[src/rtl/mcp3201_pkg.sv]
// Shared types and constants for the MCP3201 emulator.
// The optional LSB-first trailer is selected by MCP3201_EMU_LSB_TRAIL_EN.
package mcp3201_pkg;

  typedef enum logic [2:0] {
    ST_IDLE   = 3'd0,
    ST_SAMPLE = 3'd1,
    ST_NULLB  = 3'd2,
    ST_MSB    = 3'd3,
    ST_LSB    = 3'd4,
    ST_TAIL   = 3'd5
  } state_t;

  localparam int ADC_BITS_DEFAULT = 12;

  // Falling clk_pin edges spent in the sample window and in the null bit.
  localparam int SAMPLE_EDGES = 2;
  localparam int NULL_EDGES   = 1;

endpackage

[src/rtl/mcp3201_emu_if.sv]
// Bus interface of the MCP3201 emulator: sample feed, SPI pins and status.
// slave  = the emulator, master = the system / SPI initiator side.
interface mcp3201_emu_if
  import mcp3201_pkg::*;
#(
  parameter int ADC_BITS = ADC_BITS_DEFAULT
) ();

  logic [ADC_BITS-1:0] sample_data;
  logic                sample_valid;
  logic                cs_pin_n;
  logic                clk_pin;
  logic                miso_pin;
  logic                miso_oe;
  logic                busy;
  logic                frame_done;
  logic                frame_abort;
  logic [15:0]         conv_count;

  modport slave (
    input  sample_data, sample_valid, cs_pin_n, clk_pin,
    output miso_pin, miso_oe, busy, frame_done, frame_abort, conv_count
  );

  modport master (
    output sample_data, sample_valid, cs_pin_n, clk_pin,
    input  miso_pin, miso_oe, busy, frame_done, frame_abort, conv_count
  );

endinterface

[src/rtl/mcp3201_emu_pin_sync.sv]
// Multi-flop synchronizer for one asynchronous pin, with edge pulses
// derived from the synchronized level.
module pin_sync #(
  parameter int   SYNC_STAGES = 2,
  parameter logic RST_VAL     = 1'b0
) (
  input  logic clk,
  input  logic rst,
  input  logic i_pin,
  output logic o_level,
  output logic o_rise,
  output logic o_fall
);

  logic [SYNC_STAGES-1:0] r_sync;
  logic                   r_prev;

  // Shift the raw pin through the synchronizer and keep the last level.
  always_ff @(posedge clk) begin
    if (rst) begin
      r_sync <= {SYNC_STAGES{RST_VAL}};
      r_prev <= RST_VAL;
    end else begin
      r_sync <= {r_sync[SYNC_STAGES-2:0], i_pin};
      r_prev <= r_sync[SYNC_STAGES-1];
    end
  end

  assign o_level = r_sync[SYNC_STAGES-1];
  assign o_rise  = r_sync[SYNC_STAGES-1] & ~r_prev;
  assign o_fall  = ~r_sync[SYNC_STAGES-1] & r_prev;

endmodule

[src/rtl/mcp3201_emu.sv]
// MCP3201 SPI ADC emulator: presents the held sample as a conversion frame
// (2 sample clocks, null bit, MSB-first word, optional LSB-first trailer).
// Optional feature macro: MCP3201_EMU_LSB_TRAIL_EN (LSB-first trailer).
module mcp3201_emu
  import mcp3201_pkg::*;
#(
  parameter int SYNC_STAGES = 2,
  parameter int ADC_BITS    = ADC_BITS_DEFAULT
) (
  input logic          clk,
  input logic          rst,
  mcp3201_emu_if.slave bus
);

  localparam int                IDX_W       = $clog2(ADC_BITS);
  localparam logic [IDX_W-1:0]  IDX_TOP     = IDX_W'(ADC_BITS - 1);
  localparam logic [IDX_W-1:0]  IDX_ONE     = IDX_W'(1);
  localparam logic [1:0]        SAMPLE_LAST = 2'(SAMPLE_EDGES - 1);
  localparam logic [1:0]        NULL_LAST   = 2'(NULL_EDGES - 1);
  localparam int                SET_W       = $clog2(SYNC_STAGES + 1);
  localparam logic [SET_W-1:0]  SETTLE_MAX  = SET_W'(SYNC_STAGES);

  logic w_cs_lvl, w_cs_rise, w_cs_fall;
  logic w_clk_fall, w_clk_rise_unused, w_clk_lvl_unused;
  logic w_start;

  logic [ADC_BITS-1:0] r_hold;
  logic [ADC_BITS-1:0] r_word;
  state_t              r_state;
  logic [IDX_W-1:0]    r_idx;
  logic [1:0]          r_edge_cnt;
  logic [SET_W-1:0]    r_settle;
  logic                r_armed;
  logic                r_b0_sent;
  logic                r_miso, r_oe, r_busy, r_done, r_abort;
  logic [15:0]         r_count;

  pin_sync #(.SYNC_STAGES(SYNC_STAGES), .RST_VAL(1'b1)) u_cs_sync (
    .clk     (clk),
    .rst     (rst),
    .i_pin   (bus.cs_pin_n),
    .o_level (w_cs_lvl),
    .o_rise  (w_cs_rise),
    .o_fall  (w_cs_fall)
  );

  pin_sync #(.SYNC_STAGES(SYNC_STAGES), .RST_VAL(1'b0)) u_clk_sync (
    .clk     (clk),
    .rst     (rst),
    .i_pin   (bus.clk_pin),
    .o_level (w_clk_lvl_unused),
    .o_rise  (w_clk_rise_unused),
    .o_fall  (w_clk_fall)
  );

  // A frame only starts from a cs fall seen after cs was genuinely high,
  // so the reset value of the synchronizer cannot fake a falling edge.
  assign w_start = w_cs_fall & r_armed & (r_state == ST_IDLE) & ~w_cs_rise;

  // Arm frame start once the synchronizer holds real pin samples showing cs high.
  always_ff @(posedge clk) begin
    if (rst) begin
      r_settle <= '0;
      r_armed  <= 1'b0;
    end else if (r_settle != SETTLE_MAX) begin
      r_settle <= r_settle + SET_W'(1);
    end else if (w_cs_lvl) begin
      r_armed <= 1'b1;
    end
  end

  // Hold register: latest sample offered by the system.
  always_ff @(posedge clk) begin
    if (rst) begin
      r_hold <= '0;
    end else if (bus.sample_valid) begin
      r_hold <= bus.sample_data;
    end
  end

  // Frame word capture at frame start; a same-cycle sample bypasses the hold.
  always_ff @(posedge clk) begin
    if (w_start) begin
      r_word <= bus.sample_valid ? bus.sample_data : r_hold;
    end
  end

  // Frame sequencer: each state is entered on the falling edge that emits its first bit.
  always_ff @(posedge clk) begin
    if (rst) begin
      r_state    <= ST_IDLE;
      r_idx      <= '0;
      r_edge_cnt <= '0;
      r_b0_sent  <= 1'b0;
      r_miso     <= 1'b0;
      r_oe       <= 1'b0;
      r_busy     <= 1'b0;
      r_done     <= 1'b0;
      r_abort    <= 1'b0;
      r_count    <= '0;
    end else begin
      r_done  <= 1'b0;
      r_abort <= 1'b0;
      if (w_cs_rise) begin
        r_abort <= (r_state != ST_IDLE) && !r_b0_sent;
        r_state <= ST_IDLE;
        r_miso  <= 1'b0;
        r_oe    <= 1'b0;
        r_busy  <= 1'b0;
      end else if (w_start) begin
        r_state    <= ST_SAMPLE;
        r_edge_cnt <= '0;
        r_b0_sent  <= 1'b0;
        r_miso     <= 1'b0;
        r_oe       <= 1'b1;
        r_busy     <= 1'b1;
      end else if (w_clk_fall) begin
        case (r_state)
          ST_SAMPLE: begin
            r_miso <= 1'b0;
            if (r_edge_cnt == SAMPLE_LAST) begin
              r_state    <= ST_NULLB;
              r_edge_cnt <= '0;
            end else begin
              r_edge_cnt <= r_edge_cnt + 2'd1;
            end
          end
          ST_NULLB: begin
            if (r_edge_cnt == NULL_LAST) begin
              r_state <= ST_MSB;
              r_idx   <= IDX_TOP;
              r_miso  <= r_word[IDX_TOP];
            end else begin
              r_edge_cnt <= r_edge_cnt + 2'd1;
              r_miso     <= 1'b0;
            end
          end
          ST_MSB: begin
            if (r_idx == '0) begin
`ifdef MCP3201_EMU_LSB_TRAIL_EN
              r_state <= ST_LSB;
              r_idx   <= IDX_ONE;
              r_miso  <= r_word[IDX_ONE];
`else
              r_state <= ST_TAIL;
              r_miso  <= 1'b0;
`endif
            end else begin
              r_idx  <= r_idx - IDX_ONE;
              r_miso <= r_word[r_idx - IDX_ONE];
              if (r_idx == IDX_ONE) begin
                r_done    <= 1'b1;
                r_count   <= r_count + 16'd1;
                r_b0_sent <= 1'b1;
              end
            end
          end
`ifdef MCP3201_EMU_LSB_TRAIL_EN
          ST_LSB: begin
            if (r_idx == IDX_TOP) begin
              r_state <= ST_TAIL;
              r_miso  <= 1'b0;
            end else begin
              r_idx  <= r_idx + IDX_ONE;
              r_miso <= r_word[r_idx + IDX_ONE];
            end
          end
`endif
          default: r_miso <= 1'b0;
        endcase
      end
    end
  end

  assign bus.miso_pin    = r_miso;
  assign bus.miso_oe     = r_oe;
  assign bus.busy        = r_busy;
  assign bus.frame_done  = r_done;
  assign bus.frame_abort = r_abort;
  assign bus.conv_count  = r_count;

endmodule

[src/flat_wrapper.sv]
// flat-port wrapper written by rule: the top's interface ports become plain ports
module mcp3201_emu_flat import mcp3201_pkg::*;
#(
  parameter int SYNC_STAGES = 2,
  parameter int ADC_BITS    = ADC_BITS_DEFAULT
)
  (clk, rst, bus_sample_data, bus_sample_valid, bus_cs_pin_n, bus_clk_pin, bus_miso_pin, bus_miso_oe, bus_busy, bus_frame_done, bus_frame_abort, bus_conv_count);
  mcp3201_emu_if #(.ADC_BITS(ADC_BITS)) bus_i ();
  input logic clk;
  input logic rst;
  input wire logic [$bits(bus_i.sample_data)-1:0] bus_sample_data;
  input wire logic [$bits(bus_i.sample_valid)-1:0] bus_sample_valid;
  input wire logic [$bits(bus_i.cs_pin_n)-1:0] bus_cs_pin_n;
  input wire logic [$bits(bus_i.clk_pin)-1:0] bus_clk_pin;
  output wire logic [$bits(bus_i.miso_pin)-1:0] bus_miso_pin;
  output wire logic [$bits(bus_i.miso_oe)-1:0] bus_miso_oe;
  output wire logic [$bits(bus_i.busy)-1:0] bus_busy;
  output wire logic [$bits(bus_i.frame_done)-1:0] bus_frame_done;
  output wire logic [$bits(bus_i.frame_abort)-1:0] bus_frame_abort;
  output wire logic [$bits(bus_i.conv_count)-1:0] bus_conv_count;
  assign bus_i.sample_data = bus_sample_data;
  assign bus_i.sample_valid = bus_sample_valid;
  assign bus_i.cs_pin_n = bus_cs_pin_n;
  assign bus_i.clk_pin = bus_clk_pin;
  assign bus_miso_pin = bus_i.miso_pin;
  assign bus_miso_oe = bus_i.miso_oe;
  assign bus_busy = bus_i.busy;
  assign bus_frame_done = bus_i.frame_done;
  assign bus_frame_abort = bus_i.frame_abort;
  assign bus_conv_count = bus_i.conv_count;
  mcp3201_emu #(.SYNC_STAGES(SYNC_STAGES), .ADC_BITS(ADC_BITS)) u_core (.clk(clk), .rst(rst), .bus(bus_i));
endmodule
[config.mk]
export PLATFORM = sky130hd
export DESIGN_NAME = mcp3201_emu_flat
export DESIGN_NICKNAME = d
export VERILOG_FILES = /design/src/rtl/mcp3201_pkg.sv /design/src/rtl/mcp3201_emu_if.sv /design/src/rtl/mcp3201_emu_pin_sync.sv /design/src/rtl/mcp3201_emu.sv /design/src/flat_wrapper.sv
export SDC_FILE = /design/constraint.sdc
export NUM_CORES = 1
export LEC_CHECK = 0
export ABC_CLOCK_PERIOD_IN_PS = 6570
export CAP_MARGIN = 20
export CORE_MARGIN = 5
export CORE_UTILIZATION = 34
export DETAILED_ROUTE_END_ITERATION = 8
export GPL_TIMING_DRIVEN = 0
export PLACE_DENSITY_LB_ADDON = 0.3
export SYNTH_ARGS = -nofsm -noshare
export SYNTH_HDL_FRONTEND = slang
export SYNTH_SLANG_ARGS = --single-unit
[constraint.sdc]
create_clock -name clk -period 6.57 [get_ports clk]
set_clock_uncertainty 0.05 [all_clocks]
set_input_delay 0.9855 -clock clk [delete_from_list [all_inputs] [get_ports clk]]
set_output_delay 0.9855 -clock clk [all_outputs]
set_load 0.005 [all_outputs]
==> results.toml <==
[placement]
port_buffers = 37
gp_congestion = 0.7870
place_area_um2 = 3298
dp_hpwl_um = 3772

[setup_path]
crit_path_max_fanout = 10
crit_family = "buffers and inverters"
max_stage_delay_ns = 0.59
path_cells = "clkdlybuf4s50_1 -> clkbuf_1 -> buf_1 -> a21oi_1"
r2r_end = "u_core.bus.conv_count[14]$_SDFFE_PP0P_"
crit_arrival_ns = 2.53
critical_path_class = "input pin to flop"
r2r_setup_slack_ns = 4.24
rr_worst_depth = 9
cp.depth = 4
start_kind = "input pin"
timing.rr.start = "u_core.r_idx[0]$_SDFFE_PP0P_"
cp-startpoint = "rst"
cp_data_required_time_ns = 6.72
worst_path_max_delay_cell = "clkdlybuf4s50_1"
path_buf_inv = 3
timing.critical_path.to = "u_core.r_edge_cnt[1]$_SDFFE_PP0P_"
end_kind = "flop"

[routing]
via_count = 1980
drtIter0Drc = 75
viasPerCell = 4.714
wl_um = 5347
first_pass_iters = 4
drc_errors = 0
ant_nets = 0
drt-wirelength-per-cell_um = 12.73

[finish]
fillers = 778
final_layout_size_suffix_gt1_frac = 0.1810
nNetsFinal = 331
regArea_um2 = 1381
multi_input_area_um2 = 1295
area_growth_syn_to_layout_pct = 25.86
fin_area_um2 = 3520
n_antenna_cell = 0
final_core_util = 0.4327

[clock_network]
cts_resized = 0
clock_sinks = 63
cts_tree = "done"
ctsHoldBuffers = 0
cts_made_buffers = 9
htree_levels = 3
cts_root_buffer = "clkbuf_8"
worst_skew_pair.late_latency_ns = 0.34
path_clk_slew_ns = 0.07
post-cts-setup-buffers = 0
clk_path_buf_depth = 2

[global_routing]
antenna_found_initial = 0
gr-total-overflow = 0
grt_pass1_wl_um = 9108
grt_use_total = 0.1148
grt_max_degree = 19
grt_pass1_vias = 1891

[power]
switching_share = 0.2203
clkPwrFrac = 0.439
p_leak_nw = 1.203
vdd_ir_drop_max_mv = 0.1078
p_switching_uw = 187.7
seq_power_share = 0.490
total_power_uw = 851.7
comb_power_share = 0.071
power_density_nw_per_um2 = 242.0
intPower_uw = 664.1

[synthesis]
ys_types = 52
synth-seq-area-share = 0.4940
synth_seq_cells = 63
synth.avg_cell_area_um2 = 10.67
synthArstFlopShare = 0
synth_nets = 283
synthFlopType = "dfxtp_1"
synth_edf_count = 12
syn_inst = 262
syn_area_um2 = 2796
yosys_warnings = 0

[timing]
relSlewSlack = 0.6075
finalHoldViolCount = 0
finalCritPeriodShare = 0.3612
tightest_slew_ns = 0.5887
tns_ns = 0
finalSetupViolCount = 0
max_freq_mhz = 421.4
rsz0062_at_grt = "false"
fin_crit_ns = 2.373
final_max_slew_viol_count = 0

[job]
drv_cap = 0

[run_status]
status = "completed"

[floorplan]
dieArea_um2 = 10140
start_util = 0.3438
io_pins = 38
chipHeight_um = 100.7
die-width_um = 100.7
core_area_um2 = 8134
rows = 33

[min_path]
min_path_type = "flop to flop"
stage by stage:
stage	cells	hold slack, ns	setup WS, ns
CTS	420	0.3641	4.142
global route	420	0.3716	4.012
global placement	404	0.3450	3.812
floorplan	262	0.3395	4.439
detailed placement	404	0.3480	3.783
finish	420	0.3602	4.197
power by group through the flow:
stage | sequential (mW) | combinational [mW] | clock [mW]
after floorplan | 0.424 | 0.0418 | 0
after global placement | 0.425 | 0.0598 | 0
after detailed placement | 0.426 | 0.0610 | 0
after CTS | 0.417 | 0.0615 | 0.383
after global routing | 0.418 | 0.0674 | 0.404
final | 0.417 | 0.0605 | 0.374
cell usage after synthesis, drive strengths merged (2+ instances only):
library cell	number	area share
a211oi	3	0.0081
a21oi	8	0.014
and3	3	0.0067
and4	2	0.0063
buf	8	0.022
clkbuf	6	0.0085
dfxtp	51	0.37
edfxtp	12	0.13
ha	4	0.018
inv	8	0.011
mux2	14	0.059
mux2i	2	0.0072
mux4	3	0.024
nand2	7	0.0094
nand2b	6	0.013
nand3	11	0.020
nand4	2	0.0098
nand4b	2	0.0085
nor2	31	0.042
nor2b	19	0.043
nor3	12	0.037
nor3b	2	0.0054
nor4	6	0.016
o21ai	6	0.011
or2	4	0.0089
xnor2	12	0.038
xor2	4	0.013
layer usage:
layer	track usage	vias up	wire length, um
met4	0.05596	0	119
met2	0.1661	25	2446
met1	0.1556	932	2621
met3	0.03391	10	159
met5	0	-	0
li1	-	1013	-
logic make-up (layout without fill, tap and decap cells):
group / Yosys count / in the layout / share of synthesized area
AO/OA/AOI/OAI: 24 / 24 / 0.05370
adder cells (fa/ha/maj): 4 / 4 / 0.01790
buffers and inverters: 23 / 76 / 0.04295
AND/OR/NAND/NOR: 113 / 113 / 0.2510
XOR/XNOR: 16 / 16 / 0.05011
flip-flops: 63 / 63 / 0.4940
multiplexers: 19 / 19 / 0.09038
state kept, by name, indices dropped and copies added (netlist names):
register                  flops
u_core.bus.frame_done         1
u_core.u_cs_sync.r_sync       2
u_core.r_idx                  4
u_core.u_clk_sync.r_sync      2
u_core.u_clk_sync.r_prev      1
u_core.r_b0_sent              1
u_core.r_armed                1
u_core.r_state                3
u_core.bus.conv_count        16
u_core.r_settle               2
u_core.bus.miso_pin           1
u_core.u_cs_sync.r_prev       1
u_core.r_word                12
u_core.r_edge_cnt             2
u_core.bus.frame_abort        1
u_core.r_hold                12
u_core.bus.miso_oe            1
final cells by class:
| class | count | area share |
|---|---|---|
| timing repair buffer | 37 | 0.1052 |
| clock buffer | 10 | 0.03910 |
| multi-input combinational | 176 | 0.3679 |
| inverter | 9 | 0.009954 |
| buffer | 14 | 0.02417 |
| clock inverter | 6 | 0.02382 |
| tap | 105 | 0.03733 |
| sequential | 63 | 0.3925 |
worst reg2reg max path, delay by kind of cell (launching register included):
family	cells	cell delay, ns
and+or+nand+nor	4	0.92
muxes	1	0.30
adders and majority gates	1	0.19
buffers and inverters	3	0.44
DFF	1	0.33
cells in the final DEF, fill, tap and decap left out, types with 5 or more instances in the layout:
master	netlist	final
nor2b_1	19	19
clkbuf_1	5	5
nand2b_1	6	6
clkdlybuf4s50_1	0	37
nand2_1	7	7
xnor2_1	12	12
inv_1	8	8
mux2_2	12	12
dfxtp_1	51	51
clkbuf_8	0	10
nor2_1	31	31
edfxtp_1	12	12
a21oi_1	8	8
nand3_1	11	11
nor4_1	5	5
nor3_1	6	6
worst min path at each step:
stage,from,to,slack (ns),cells past startpoint
2_1_floorplan,u_core.u_cs_sync.r_sync[0]$_SDFF_PP1_,u_core.u_cs_sync.r_sync[1]$_SDFF_PP1_,0.34,1
3_3_place_gp,u_core.u_cs_sync.r_sync[0]$_SDFF_PP1_,u_core.u_cs_sync.r_sync[1]$_SDFF_PP1_,0.34,1
3_5_place_dp,u_core.u_cs_sync.r_sync[0]$_SDFF_PP1_,u_core.u_cs_sync.r_sync[1]$_SDFF_PP1_,0.35,1
4_1_cts,u_core.u_cs_sync.r_sync[0]$_SDFF_PP1_,u_core.u_cs_sync.r_sync[1]$_SDFF_PP1_,0.36,1
5_1_grt,u_core.u_cs_sync.r_sync[0]$_SDFF_PP1_,u_core.u_cs_sync.r_sync[1]$_SDFF_PP1_,0.37,1
6_report,u_core.u_cs_sync.r_sync[0]$_SDFF_PP1_,u_core.u_cs_sync.r_sync[1]$_SDFF_PP1_,0.36,1
Note: power is estimated with default switching activity, not from simulation.
